[config.mk]
export PLATFORM = sky130hd
export DESIGN_NAME = wb_port_arbiter_flat
export DESIGN_NICKNAME = d
export VERILOG_FILES = /design/src/rtl/wb_port_arbiter_if.sv /design/src/rtl/wb_port_arbiter.sv /design/src/flat_wrapper.sv
export SDC_FILE = /design/constraint.sdc
export NUM_CORES = 1
export LEC_CHECK = 0
export BUFFER_PORTS_ARGS = -buffer_cell sky130_fd_sc_hd__buf_2
export CAP_MARGIN = 20
export CORE_MARGIN = 3
export CORE_UTILIZATION = 40
export CTS_BUF_LIST = sky130_fd_sc_hd__clkbuf_8
export DETAILED_ROUTE_END_ITERATION = 10
export PLACE_DENSITY = 0.73
export SYNTH_ARGS = -nofsm -noshare
export SYNTH_HDL_FRONTEND = slang
export SYNTH_SLANG_ARGS = --single-unit
[constraint.sdc]
create_clock -name clk_i -period 4.43 [get_ports clk_i]
set_input_delay 0.443 -clock clk_i [delete_from_list [all_inputs] [get_ports clk_i]]
set_output_delay 0.443 -clock clk_i [all_outputs]
set_load 0.01 [all_outputs]
[src/rtl/wb_port_arbiter_if.sv]
// wb_port_arbiter_if: writeback, long-latency result, register-file and hazard-query signals of the write-port arbiter.
interface wb_port_arbiter_if #(
  parameter int DATA_W = 32,
  parameter int ADDR_W = 5,
  parameter int DEPTH  = 2
) ();
  logic                   pipe_we_i;
  logic [ADDR_W-1:0]      pipe_addr_i;
  logic [DATA_W-1:0]      pipe_data_i;
  logic                   lu_valid_i;
  logic [ADDR_W-1:0]      lu_addr_i;
  logic [DATA_W-1:0]      lu_data_i;
  logic                   lu_ready_o;
  logic                   stall_o;
  logic                   rf_we_o;
  logic [ADDR_W-1:0]      rf_addr_o;
  logic [DATA_W-1:0]      rf_data_o;
  logic                   rf_src_o;
  logic [ADDR_W-1:0]      q_addr_i;
  logic                   q_busy_o;
  logic [$clog2(DEPTH):0] count_o;
  modport master (
    output pipe_we_i, pipe_addr_i, pipe_data_i, lu_valid_i, lu_addr_i, lu_data_i, q_addr_i,
    input  lu_ready_o, stall_o, rf_we_o, rf_addr_o, rf_data_o, rf_src_o, q_busy_o, count_o
  );
  modport slave (
    input  pipe_we_i, pipe_addr_i, pipe_data_i, lu_valid_i, lu_addr_i, lu_data_i, q_addr_i,
    output lu_ready_o, stall_o, rf_we_o, rf_addr_o, rf_data_o, rf_src_o, q_busy_o, count_o
  );
endinterface

[src/rtl/wb_port_arbiter.sv]
// wb_port_arbiter: shares the register-file write port between pipeline writeback and buffered long-latency results.
module wb_port_arbiter #(
  parameter int DATA_W     = 32,
  parameter int ADDR_W     = 5,
  parameter int DEPTH      = 2,
  parameter int STARVE_MAX = 4
) (
  input logic               clk_i,
  input logic               rst_i,
  wb_port_arbiter_if.slave  bus
);
  localparam int PW = $clog2(DEPTH);
  localparam int CW = PW + 1;
  localparam int AW = $clog2(STARVE_MAX + 1);
  logic [ADDR_W-1:0] m_addr [DEPTH];
  logic [DATA_W-1:0] m_data [DEPTH];
  logic [DEPTH-1:0]  vld;
  logic [PW-1:0]     rd_ptr, wr_ptr;
  logic [AW-1:0]     age;
  logic              head_live, head_dead, pipe_eff, store, pop_live, pop, busy;
  // A squashed head never needs the port, so it is discarded in any cycle.
  assign head_live      = vld[rd_ptr];
  assign head_dead      = (bus.count_o != '0) && !vld[rd_ptr];
  assign pipe_eff       = bus.pipe_we_i && (bus.pipe_addr_i != '0) && !bus.stall_o;
  assign bus.lu_ready_o = bus.count_o < CW'(DEPTH);
  assign store          = bus.lu_valid_i && bus.lu_ready_o && (bus.lu_addr_i != '0);
  assign pop_live       = head_live && (bus.stall_o || !pipe_eff);
  assign pop            = pop_live || head_dead;
  always_comb begin
    busy = 1'b0;
    for (int i = 0; i < DEPTH; i++) busy = busy | (vld[i] && m_addr[i] == bus.q_addr_i);
  end
  assign bus.q_busy_o = busy && (bus.q_addr_i != '0);
  always_ff @(posedge clk_i) begin
    if (rst_i) begin
      bus.rf_we_o   <= 1'b0;
      bus.rf_addr_o <= '0;
      bus.rf_data_o <= '0;
      bus.rf_src_o  <= 1'b0;
      bus.stall_o   <= 1'b0;
      bus.count_o   <= '0;
      vld           <= '0;
      rd_ptr        <= '0;
      wr_ptr        <= '0;
      age           <= '0;
    end else begin
      bus.rf_we_o <= pop_live || pipe_eff;
      if (pop_live) begin
        bus.rf_addr_o <= m_addr[rd_ptr];
        bus.rf_data_o <= m_data[rd_ptr];
        bus.rf_src_o  <= 1'b1;
      end else if (pipe_eff) begin
        bus.rf_addr_o <= bus.pipe_addr_i;
        bus.rf_data_o <= bus.pipe_data_i;
        bus.rf_src_o  <= 1'b0;
      end
      for (int i = 0; i < DEPTH; i++) if (pipe_eff && m_addr[i] == bus.pipe_addr_i) vld[i] <= 1'b0;
      if (pop) begin
        vld[rd_ptr] <= 1'b0;
        rd_ptr      <= rd_ptr + PW'(1);
      end
      // The pushed entry is younger than a same-cycle pipe write, so it lands after the squash.
      if (store) begin
        vld[wr_ptr]    <= 1'b1;
        m_addr[wr_ptr] <= bus.lu_addr_i;
        m_data[wr_ptr] <= bus.lu_data_i;
        wr_ptr         <= wr_ptr + PW'(1);
      end
      bus.count_o <= bus.count_o + CW'(store) - CW'(pop);
      age         <= (pop || !head_live) ? '0 : age + AW'(1);
      bus.stall_o <= head_live && !pop && age == AW'(STARVE_MAX - 1);
    end
  end
endmodule

[src/flat_wrapper.sv]
// flat-port wrapper written by rule: the top's interface ports become plain ports
module wb_port_arbiter_flat 
#(
  parameter int DATA_W     = 32,
  parameter int ADDR_W     = 5,
  parameter int DEPTH      = 2,
  parameter int STARVE_MAX = 4
)
  (clk_i, rst_i, bus_pipe_we_i, bus_pipe_addr_i, bus_pipe_data_i, bus_lu_valid_i, bus_lu_addr_i, bus_lu_data_i, bus_q_addr_i, bus_lu_ready_o, bus_stall_o, bus_rf_we_o, bus_rf_addr_o, bus_rf_data_o, bus_rf_src_o, bus_q_busy_o, bus_count_o);
  wb_port_arbiter_if #(.DATA_W(DATA_W), .ADDR_W(ADDR_W), .DEPTH(DEPTH)) bus_i ();
  input logic clk_i;
  input logic rst_i;
  input wire logic [$bits(bus_i.pipe_we_i)-1:0] bus_pipe_we_i;
  input wire logic [$bits(bus_i.pipe_addr_i)-1:0] bus_pipe_addr_i;
  input wire logic [$bits(bus_i.pipe_data_i)-1:0] bus_pipe_data_i;
  input wire logic [$bits(bus_i.lu_valid_i)-1:0] bus_lu_valid_i;
  input wire logic [$bits(bus_i.lu_addr_i)-1:0] bus_lu_addr_i;
  input wire logic [$bits(bus_i.lu_data_i)-1:0] bus_lu_data_i;
  input wire logic [$bits(bus_i.q_addr_i)-1:0] bus_q_addr_i;
  output wire logic [$bits(bus_i.lu_ready_o)-1:0] bus_lu_ready_o;
  output wire logic [$bits(bus_i.stall_o)-1:0] bus_stall_o;
  output wire logic [$bits(bus_i.rf_we_o)-1:0] bus_rf_we_o;
  output wire logic [$bits(bus_i.rf_addr_o)-1:0] bus_rf_addr_o;
  output wire logic [$bits(bus_i.rf_data_o)-1:0] bus_rf_data_o;
  output wire logic [$bits(bus_i.rf_src_o)-1:0] bus_rf_src_o;
  output wire logic [$bits(bus_i.q_busy_o)-1:0] bus_q_busy_o;
  output wire logic [$bits(bus_i.count_o)-1:0] bus_count_o;
  assign bus_i.pipe_we_i = bus_pipe_we_i;
  assign bus_i.pipe_addr_i = bus_pipe_addr_i;
  assign bus_i.pipe_data_i = bus_pipe_data_i;
  assign bus_i.lu_valid_i = bus_lu_valid_i;
  assign bus_i.lu_addr_i = bus_lu_addr_i;
  assign bus_i.lu_data_i = bus_lu_data_i;
  assign bus_i.q_addr_i = bus_q_addr_i;
  assign bus_lu_ready_o = bus_i.lu_ready_o;
  assign bus_stall_o = bus_i.stall_o;
  assign bus_rf_we_o = bus_i.rf_we_o;
  assign bus_rf_addr_o = bus_i.rf_addr_o;
  assign bus_rf_data_o = bus_i.rf_data_o;
  assign bus_rf_src_o = bus_i.rf_src_o;
  assign bus_q_busy_o = bus_i.q_busy_o;
  assign bus_count_o = bus_i.count_o;
  wb_port_arbiter #(.DATA_W(DATA_W), .ADDR_W(ADDR_W), .DEPTH(DEPTH), .STARVE_MAX(STARVE_MAX)) u_core (.clk_i(clk_i), .rst_i(rst_i), .bus(bus_i));
endmodule
Word level (Yosys, flattened, before mapping)
Memory sizes are Yosys's and may differ from the RTL's. A register that Yosys moved wholly into a read port is not among the register bits.
Cells that the tools add are included.
{ "word_totals": {"latch_bits": 0, "mem_bits_ro": 0, "inputBits": 83, "mem_count": 2, "output_inout_bits": 44, "word_cells": 86, "ramBits": 74, "register_bits": 49} }
{ "memory_table": {"columns": ["memory", "words", "word_bits", "read_ports", "rd_ports_with_merged_regs", "write_ports", "line_no", "rtl"], "rows": [
  ["u_core.m_data", 2, 32, 1, 1, 1, "wb_port_arbiter.sv:16", "logic [DATA_W-1:0] m_data [DEPTH];"],
  ["u_core.m_addr", 2, 5, 3, 1, 1, "wb_port_arbiter.sv:15", "logic [ADDR_W-1:0] m_addr [DEPTH];"]
]} }
{ "classes": {"n_shift": 0, "muxes": 26, "n_lt_le_gt_ge": 5, "n_eq_ne": 5, "bitwise_logic": 4, "n_reduce_logical": 29, "multipliers": 0, "addsub": 5, "div": 0} }
{ "ops": {"columns": ["op", "count"], "rows": [
  ["$mux W32", 2],
  ["$eq A5 B5 Y1", 4],
  ["$mux W1", 17],
  ["$logic_and A1 B1 Y1", 15],
  ["$reduce_bool A5 Y1", 3],
  ["$mux W5", 2],
  ["$mux W2", 3],
  ["$logic_not A1 Y1", 4],
  ["$logic_or A1 B1 Y1", 4],
  ["$lt A1 B2 Y1 const B", 2],
  ["$reduce_bool A2 Y1", 2],
  ["$add A3 B1 Y3 const B", 1],
  ["$eq A3 B2 Y1 const B", 1],
  ["$add A1 B1 Y1 const B", 2],
  ["$add A2 B1 Y2", 1],
  ["$and A2 B2 Y2", 1],
  ["$demux W1 S1", 2],
  ["$ge A1 B1 Y1 const B", 2],
  ["$lt A2 B2 Y1 const B", 1],
  ["$not A2 Y2", 1],
  ["$or A2 B2 Y2", 1],
  ["$reduce_or A2 Y1", 1],
  ["$sub A2 B1 Y2", 1],
  ["$or A1 B1 Y1", 1]
]} }

Logic depth before layout (Yosys ltp)
Gate-level depths: netlist of the first run.
{ "depth": {"depth_word": 11, "mapped_depth": 9, "depth_no_buf": 9} }

Worst setup path after synthesis of the first run
No wires, ideal clock.
{ "synth_timing": {"path_kind": "input to register", "start": "input bus_lu_addr_i[3]", "end": "memory u_core.m_addr[1][0] (enable)", "required_ns": 3.942, "path_stages": 3, "setup_time_ns": 0.488, "path_buffers": 0, "setup_slack_ns": 0.432, "t_arrival_ns": 3.510, "cell_sequence": "or4_1 > o211ai_1 > nor3b_1"} }
{ "synth_via": {"elab_chain_len": 5} }
{ "synth_lines": {"columns": ["item", "line_no", "rtl"], "rows": [
  ["start, declared", "flat_wrapper.sv:17", "input wire logic [$bits(bus_i.lu_addr_i)-1:0] bus_lu_addr_i;"],
  ["$reduce_bool A5 Y1", "wb_port_arbiter.sv:26", "assign store = bus.lu_valid_i && bus.lu_ready_o && (bus.lu_addr_i != '0);"],
  ["$logic_and A1 B1 Y1", "wb_port_arbiter.sv:26", null],
  ["$mux W1", "wb_port_arbiter.sv:63", "if (store) begin"],
  ["$mux W1", "wb_port_arbiter.sv:35", "if (rst_i) begin"],
  ["$mux W1 (implied by the code)", "wb_port_arbiter.sv:65", "m_addr[wr_ptr] <= bus.lu_addr_i;"],
  ["end, declared", "wb_port_arbiter.sv:15", null]
]} }
Every way passes these cells.

==> summary.txt, run 1 <==
Setup path
  • CP Class: register to output port
  • Reg2Reg Depth: 5
  • Type of origin of the critical path: register
  • RR Startpoint: u_core.bus.count_o[1]
  • Crit path from: u_core.m_addr[1][3]
  • Internal reg-to-reg setup slack: about 2.1 ns
  • Worst Path Required: 3.99 ns
  • CP endpoint kind: output port
  • R2R Path End: u_core.m_addr[1][4]
  • Worst Path Max Fanout: 3
  • Critical Path End: bus_q_busy_o
  • Crit path DAT: between 1.5 and 2 ns

Placement
  • Detailed placer's ending HPWL: 7.76 mm
  • Inst Count DP: 687
  • Final GP Congestion: 0.772
  • Port-buffer cells: around 130
  • Pre-CTS WS: 1.85 ns

CTS
  • Worst-path clk slew: about 0.070 ns
  • Setup repair bufs after CTS: 0
  • Post_cts resized: 0
  • Cts bufs inserted: 17
  • Clk buf depth: 2
  • Clock net sink count: approximately 120
  • TritonCTS clock tree: yes
  • # H-tree levels: 4
  • CTS Hold Bufs: 0
  • Worst skew pair latency: 0.44 ns
  • CTS root buf: clkbuf_8

Synthesis
  • Predominant post-synthesis flop cell: edfxtp_1
  • Post-synth EDFFs: 74
  • Syn_nets: 497
  • Post-synthesis area per instance: 12.2 µm²
  • Seq/Total Area, Yosys: between 60% and 70%
  • Number of synthesized register bits: 124
  • Mapped Area: 5010 µm²
  • Ys Warns: 0
  • FFs w/ async S/R, synth: 0%
  • Count of cell types in the netlist: 32
  • Post-synthesis cell count: 410

Job
  • # Max-Cap Violations: 0

Power
  • Leakage: 2.44 nW
  • VDD IR max: 204 µV
  • PwrDens: around 500 nW/µm²
  • Pwr Total: 3.10 mW

Route
  • Post-route ant nets: 0
  • Drt drc: 0
  • Wirelength per Cell: 15.9 µm
  • Initial DRC count: 190
  • WL final: 11.4 mm
  • Via count: about 3.6k
  • Drt pass-1 iters: 7
  • Routed vias/inst: roughly 5.0

Finish
  • Area growth from synthesis to final layout: 23.7%
  • Share of layout cells above drive strength 1: 29.9%
  • Non-Filler Instances: 719
  • Fin util: 51.1%
  • Final nets: 625
  • Inserted Diodes: 0

Run status
  • Status: finished, final reports clean

Global route
  • Initial antenna violation count: 0
  • Total congestion overflow: 0
  • Gr usage total: 17.1%
  • Largest net degree at the start of global routing: 78
  • Vias in the first global route: around 3.8k
  • First-pass GRT wire length: 18.6 mm

STA
  • Final-report setup violation count: 0
  • Max-slew headroom: 33.8%
  • Final setup margin: 2.02 ns
  • RSZ-0062 raised after global routing: false
  • Slew of the pin with the lowest slew margin: ~0.99 ns
  • Setup TNS: 0 ns
  • Final hold violation count: 0
  • Clk_skew: 0.0108 ns
  • Peak Freq: about 420 MHz
  • Tmin final: 2.41 ns
  • Final Cycle Share: 54.4%
  • Fin. max-slew vios: 0

Floorplan
  • Die footprint: about 14000 µm²
  • Core Footprint: ~12000 µm²
  • Chip height: 118 µm
  • Die width: 118 µm
  • Count of boundary I/O pins: 127
  • FP Rows: 40
  • Initial core utilization: between 40% and 50%

Min path
  • Min-Delay Path Class: input port to register
## cell usage after synthesis, types with 4 or more instances
cell	n	share of area (%)
buf_2	12	1.2
edfxtp_1	74	44
mux2i_1	38	7.6
nor2_1	5	0.37
nand2_1	75	5.6
o211ai_1	37	5.5
nor4_1	4	0.50
nor3_1	4	0.40
xnor2_1	8	1.4
xor2_1	15	2.6
dfxtp_1	50	20
ha_1	4	1.0
clkbuf_1	12	0.90
a21oi_1	41	4.1
inv_1	7	0.52
## layout by cell type, fill, tap and decap left out, types with 2 or more instances in the layout
| master | n |
|---|---|
| mux2i_1 | 38 |
| nand2_1 | 75 |
| nand3_1 | 2 |
| a21oi_1 | 41 |
| buf_4 | 6 |
| o21ai_0 | 2 |
| buf_2 | 126 |
| edfxtp_1 | 74 |
| nor4_1 | 4 |
| ha_1 | 4 |
| xnor2_1 | 8 |
| bufinv_16 | 3 |
| xor2_1 | 15 |
| nor2b_1 | 2 |
| nor3_1 | 3 |
| clkbuf_8 | 17 |
| dfxtp_1 | 49 |
| clkinv_2 | 3 |
| nand4_1 | 2 |
| nor2_1 | 5 |
| and4_1 | 2 |
| or4_1 | 2 |
| clkinv_1 | 2 |
| nand2b_1 | 2 |
| inv_1 | 13 |
| o211ai_1 | 37 |
## how the worst min path moves through the flow
stage	slack (ns)	end	startpoint	cells after the start
CTS	0.17	u_core.m_data[1][28]	bus_lu_data_i[28]	1
global route	0.15	u_core.m_data[0][25]	bus_lu_data_i[25]	1
floorplan	0.41	u_core.age[0]	u_core.age[0]	1
finish	0.19	u_core.m_data[0][24]	bus_lu_data_i[24]	1
detailed placement	0.44	u_core.age[0]	u_core.age[0]	1
global placement	0.42	u_core.age[0]	u_core.age[0]	1
## area by class of cell
cell class	count	area, µm²
Inverter	7	26.3
Tap cell	168	210
Multi-Input combinational cell	255	1670
Timing Repair Buffer	133	687
Clock buffer	17	234
Sequential cell	124	3220
Fill cell	1123	5920
Clock inverter	15	143
## cell families after synthesis
group                      synth area share, %
adders and majority gates                 1.00
muxes                                     7.82
buffers and inverters                     2.62
xor gates and xnor gates                  4.02
AOI/OAI and AO/OA                         10.9
and+or+nand+nor                           9.20
DFF                                       64.4
## stage by stage
step           area (µm²)  hold slack, ns
5_1_grt              6190           0.149
4_1_cts              6190           0.166
3_3_place_gp         5810           0.415
6_report             6190           0.195
2_1_floorplan        5010           0.407
3_5_place_dp         5820           0.439
## registers in the layout, summed over array words and instances, names as in the netlist, named ones only
name / flops
u_core.wr_ptr: 1
u_core.age: 3
u_core.m_data: 64
u_core.vld: 2
u_core.bus.rf_data_o: 32
u_core.bus.stall_o: 1
u_core.rd_ptr: 1
u_core.m_addr: 10
u_core.bus.rf_src_o: 1
u_core.bus.count_o: 2
u_core.bus.rf_addr_o: 5
u_core.bus.rf_we_o: 1
## worst max-delay path: stages (launching register included)
cell,delay (ns)
edfxtp_1,0.47
xor2_1,0.21
nor4_1,0.38
nand3_1,0.12
a21oi_1,0.18
buf_2,0.16
## routing by layer
layer	GRT usage [%]	wire length [µm]	share of wire, %
met5	0	0	0
met4	7.55	234	2.0
met3	5.72	644	5.6
met2	29.1	5900	52
met1	19.6	4660	41
## where the power goes
part	switching [mW]	internal (mW)	leakage [nW]	total, mW
sequential	0.0827	1.35	1.09	1.44
clock	0.413	0.536	0.212	0.949
combinational	0.405	0.309	1.14	0.714
No activity file was read; power rests on OpenSTA's default activity.
==> inputs of run 2 (changes only) <==
clock period = 2.4 ns   (was 4.43 ns; I/O delays follow)
==> summary.txt, run 2 (synthesized netlist as in run 1, its figures left out) <==
Global route
  • Vias in the first global route: 4033
  • Initial antenna violation count: 0
  • Gr usage total: 18.0%
  • First-pass GRT wire length: 19.7 mm
  • Largest net degree at the start of global routing: 78
  • Total congestion overflow: 0

STA
  • Final Cycle Share: 92.1%
  • Max-slew headroom: 49.9%
  • Slew of the pin with the lowest slew margin: 0.751 ns
  • Peak Freq: 452 MHz
  • Final hold violation count: 0
  • Clk_skew: 0.00768 ns
  • Fin. max-slew vios: 0
  • Final-report setup violation count: 0
  • Setup TNS: 0 ns
  • RSZ-0062 raised after global routing: false
  • Tmin final: 2.21 ns

CTS
  • Post_cts resized: 0
  • TritonCTS clock tree: yes
  • Clk buf depth: 2
  • # H-tree levels: 4
  • Worst-path clk slew: 0.07 ns
  • Clock net sink count: 124
  • Cts bufs inserted: 17
  • Worst skew pair latency: about 0.43 ns
  • CTS root buf: clkbuf_8

Finish
  • Largest reg by FF count: u_core.m_data
  • Largest registers: u_core.m_data x64, u_core.bus.rf_data_o x32, u_core.m_addr x10
  • Most common cell after layout, fill and taps aside: buf_2
  • Multi-input logic area: 1680 µm²
  • Inserted Diodes: 0
  • Most frequent cells in the layout: buf_2, nand2_1, edfxtp_1, dfxtp_1
  • Max reg flops: 64
  • Register area: 3220 µm²
  • Share of layout cells above drive strength 1: between 20% and 30%
  • Final nets: between 600 and 700
  • Area growth from synthesis to final layout: 34.1%
  • Filler instances: 1064

Floorplan
  • Count of boundary I/O pins: 127
  • FP Rows: 40
  • Die width: roughly 120 µm
  • Die footprint: 13900 µm²
  • Initial core utilization: between 40 and 50%
  • Core Footprint: 12100 µm²
  • Chip height: between 100 and 150 µm

Route
  • Initial DRC count: 138
  • Routed vias/inst: 4.92
  • Drt drc: 0
  • WL final: 11.9 mm
  • Post-route ant nets: 0
  • Wirelength per Cell: 15.5 µm
  • Via count: 3777
  • Drt pass-1 iters: 4

Power
  • Net switching power: 1.68 mW
  • Sw frac: 28.4%
  • Clk network pwr share: between 30% and 40%
  • VDD IR max: 482 µV
  • Leakage: 2.67 nW
  • PwrDens: 884 nW/µm²
  • Internal power: 4.25 mW
  • Pwr Total: 5.93 mW
  • Reg power frac: 44.0%
  • Combinational cell fraction of total power: 24.8%

Setup path
  • Type of origin of the critical path: register
  • Worst Path Max Fanout: 3
  • CP endpoint kind: output port
  • Worst Path Required: 2.16 ns
  • CP Class: register to output port
  • Crit path DAT: 1.97 ns

Placement
  • Detailed placer's ending HPWL: 8.08 mm
  • Final GP Congestion: 0.788
  • Port-buffer cells: 126

Run status
  • Status: finished, final reports clean

Job
  • # Max-Cap Violations: 0

Min path
  • Min-Delay Path Class: input port to register
[run 2: critical path, stage by stage, from the launching register on]
cell      delay (ns)
edfxtp_1        0.46
xor2_1          0.19
nor4_1          0.41
nand3_1         0.17
a21oi_1         0.16
buf_2           0.15
[run 2: power by group through the flow]
stage	registers [mW]	clock network [mW]	logic (mW)
global placement	2.64	0	1.39
CTS	2.61	1.90	1.48
finish	2.61	1.85	1.47
detailed placement	2.66	0	1.42
floorplan	2.68	0	0.938
global route	2.64	1.99	1.64
[run 2: area by class of cell]
| cell class | instances | share of cell area (%) |
|---|---|---|
| well taps | 168 | 3.13 |
| inverters | 7 | 0.391 |
| multi-input cells | 255 | 25.0 |
| clock inverters | 15 | 2.46 |
| flip-flops and latches | 124 | 48.0 |
| repair buffers | 182 | 17.5 |
| clock buffers | 17 | 3.48 |
[run 2: per-stage QoR]
stage / setup WS (ns) / instances / util [%] / hold slack, ns / cell area [µm²]
CTS: 0.0000244 / 765 / 55.2 / 0.0000825 / 6690
floorplan: 0.184 / 410 / - / 0.339 / 5030
detailed placement: 0.0711 / 692 / 48.5 / 0.433 / 5880
global placement: 0.113 / 692 / 48.5 / 0.417 / 5880
global route: 0.0942 / 768 / 55.4 / 0.0254 / 6720
finish: 0.189 / 768 / 55.4 / 0.0497 / 6720
[run 2: worst paths after layout]
check | start | endpoint | slack [ns] | cells after the start
min | bus_pipe_data_i[18] | u_core.bus.rf_data_o[18] | 0.05 | 3
max reg2reg | u_core.rd_ptr | u_core.bus.count_o[1] | 0.30 | 9
min reg2reg | u_core.age[0] | u_core.age[0] | 0.44 | 1
max | u_core.m_addr[1][2] | bus_q_busy_o | 0.19 | 5
[run 2: repair_timing]
action | 4_1_cts | 5_1_grt
endpoints found under the setup margin | 0 | 21
setup buffers | 0 | 2
hold buffers | 41 | 0
endpoints found under the hold margin | 78 | 0
[run 2: metal layers]
metal  GRT usage, %  part of all wire, %  wire (µm)
met1           21.8                   44       5260
met2           30.3                   49       5870
met3           5.29                  4.9        591
met4           7.18                  1.9        224
met5              0                    0          0
==> inputs of run 3 (changes only) <==
BUFFER_PORTS_ARGS = -buffer_cell sky130_fd_sc_hd__clkbuf_2   (was -buffer_cell sky130_fd_sc_hd__buf_2)
PLACE_DENSITY = 0.7   (was 0.73)
SKIP_LAST_GASP = 1   (was not set)
==> summary.txt, run 3 (synthesized netlist as in run 1, its figures left out) <==
Power
  • Pwr Total: 5.88 mW
  • Leakage: 2.59 nW
  • Reg power frac: between 40% and 50%
  • Sw frac: 29.5%
  • PwrDens: 887 nW/µm²
  • Internal power: 4.14 mW
  • Net switching power: between 1.5 and 2 mW
  • Clk network pwr share: 30.7%
  • Combinational cell fraction of total power: 23.8%
  • VDD IR max: roughly 490 µV

Finish
  • Largest reg by FF count: u_core.m_data
  • Non-Filler Instances: 756
  • Most common cell after layout, fill and taps aside: clkbuf_2
  • Largest registers: u_core.m_data x64, u_core.bus.rf_data_o x32, u_core.m_addr x10
  • Area growth from synthesis to final layout: 32.3%
  • Max reg flops: 64
  • Final nets: 662
  • Fin util: 54.7%
  • Inserted Diodes: 0
  • Most frequent cells in the layout: clkbuf_2, nand2_1, edfxtp_1, dfxtp_1, a21oi_1
  • Share of layout cells above drive strength 1: 29.9%

Route
  • Drt drc: 0
  • Routed vias/inst: 4.93
  • Initial DRC count: 168
  • WL final: 11.9 mm
  • Via count: 3724
  • Post-route ant nets: 0
  • Drt pass-1 iters: 4
  • Wirelength per Cell: 15.7 µm

CTS
  • Worst-path clk slew: 0.07 ns
  • Clk buf depth: 2
  • Cts bufs inserted: 17
  • Post_cts resized: 0
  • # H-tree levels: 4
  • CTS root buf: clkbuf_8
  • Clock net sink count: 124
  • CTS Hold Bufs: 24
  • TritonCTS clock tree: yes
  • Worst skew pair latency: ~0.41 ns
  • Setup repair bufs after CTS: 0

Floorplan
  • Count of boundary I/O pins: 127
  • Die footprint: 13900 µm²
  • Chip height: about 120 µm
  • FP Rows: 40
  • Die width: 118 µm
  • Core Footprint: 12100 µm²
  • Initial core utilization: roughly two fifths

STA
  • Max-slew headroom: 48.1%
  • Clk_skew: about 0.0099 ns
  • Final Cycle Share: 89.8%
  • Peak Freq: 464 MHz
  • Slew of the pin with the lowest slew margin: between 0.7 and 0.8 ns
  • Setup TNS: 0 ns
  • Final-report setup violation count: 0
  • RSZ-0062 raised after global routing: false
  • Final hold violation count: 0
  • Fin. max-slew vios: 0
  • Final setup margin: 0.246 ns
  • Tmin final: 2.15 ns

Setup path
  • Worst Path Max Fanout: 3
  • CP Class: register to output port
  • Type of origin of the critical path: register
  • CP endpoint kind: output port
  • Reg2Reg Depth: 9
  • Internal reg-to-reg setup slack: 0.26 ns
  • RR Startpoint: u_core.rd_ptr
  • Worst Path Required: approximately 2.2 ns
  • Critical Path End: bus_q_busy_o
  • Crit path from: u_core.m_addr[0][0]
  • R2R Path End: u_core.bus.count_o[1]
  • Crit path DAT: around 1.9 ns

Global route
  • Largest net degree at the start of global routing: 78
  • First-pass GRT wire length: 19.2 mm
  • Gr usage total: 17.6%
  • Vias in the first global route: around 3.8k
  • Initial antenna violation count: 0
  • Total congestion overflow: 0

Placement
  • Pre-CTS WS: 0.166 ns
  • Final GP Congestion: around 0.76
  • Inst Count DP: 691
  • Port-buffer cells: 126
  • Detailed placer's ending HPWL: 8.16 mm

Min path
  • Min-Delay Path Class: input port to register
  • Hold path start: bus_lu_data_i[29]

Job
  • # Max-Cap Violations: 0

Run status
  • Status: finished, final reports clean
run 3: cell count changes in the layout (fill, tap and decap cells not counted), sizes merged:
| cell | before | now |
|---|---|---|
| bufinv | 4 | 3 |
| clkinvlp | 0 | 4 |
| clkbuf | 17 | 143 |
| dlygate4sd3 | 41 | 31 |
| buf | 141 | 13 |
| clkinv | 6 | 7 |
| inv | 12 | 8 |
run 3: layout make-up:
| type | count | area [µm²] |
|---|---|---|
| clock buffers | 17 | 234 |
| clock inverters | 15 | 156 |
| fillers | 1078 | 5490 |
| inverters | 7 | 26.3 |
| multi-input cells | 255 | 1680 |
| flip-flops and latches | 124 | 3220 |
| well taps | 168 | 210 |
| repair buffers | 170 | 1090 |
run 3: how the worst min path moves through the flow:
stage	end	slack [ns]	cells past startpoint
6_report	u_core.m_data[1][29]	0.03	1
2_1_floorplan	u_core.m_addr[0][0]	0.34	0
3_3_place_gp	u_core.age[0]	0.42	1
4_1_cts	u_core.m_data[1][29]	0.001	1
3_5_place_dp	u_core.age[0]	0.43	1
5_1_grt	u_core.m_data[1][29]	0.002	1
run 3: power by group through the flow:
stage	registers [mW]	clock network, mW	logic (mW)
5_1_grt	2.71	1.94	1.55
2_1_floorplan	2.68	0	0.938
3_5_place_dp	2.72	0	1.35
6_report	2.67	1.80	1.40
3_3_place_gp	2.71	0	1.33
4_1_cts	2.68	1.85	1.39
run 3: stage by stage:
step | instance area [µm²] | hold slack (ns)
after floorplan | 5030 | 0.339
after global placement | 5890 | 0.421
after detailed placement | 5890 | 0.427
after CTS | 6520 | 0.00129
after global routing | 6620 | 0.00169
final | 6620 | 0.0319
run 3: worst max-delay path, cell delays in order (launching register included):
cell	delay, ns
edfxtp_1	0.47
xor2_1	0.19
nor4_1	0.37
nand3_1	0.16
a21oi_1	0.16
clkbuf_2	0.15
run 3: per-layer routing:
layer	share of wire, %	GRT usage, %	vias up	wire (µm)
li1	-	-	1833	-
met1	43	21.4	1772	5090
met2	51	29.6	106	6030
met3	5.0	5.19	13	596
met4	1.5	6.59	0	184
met5	0	0	-	0
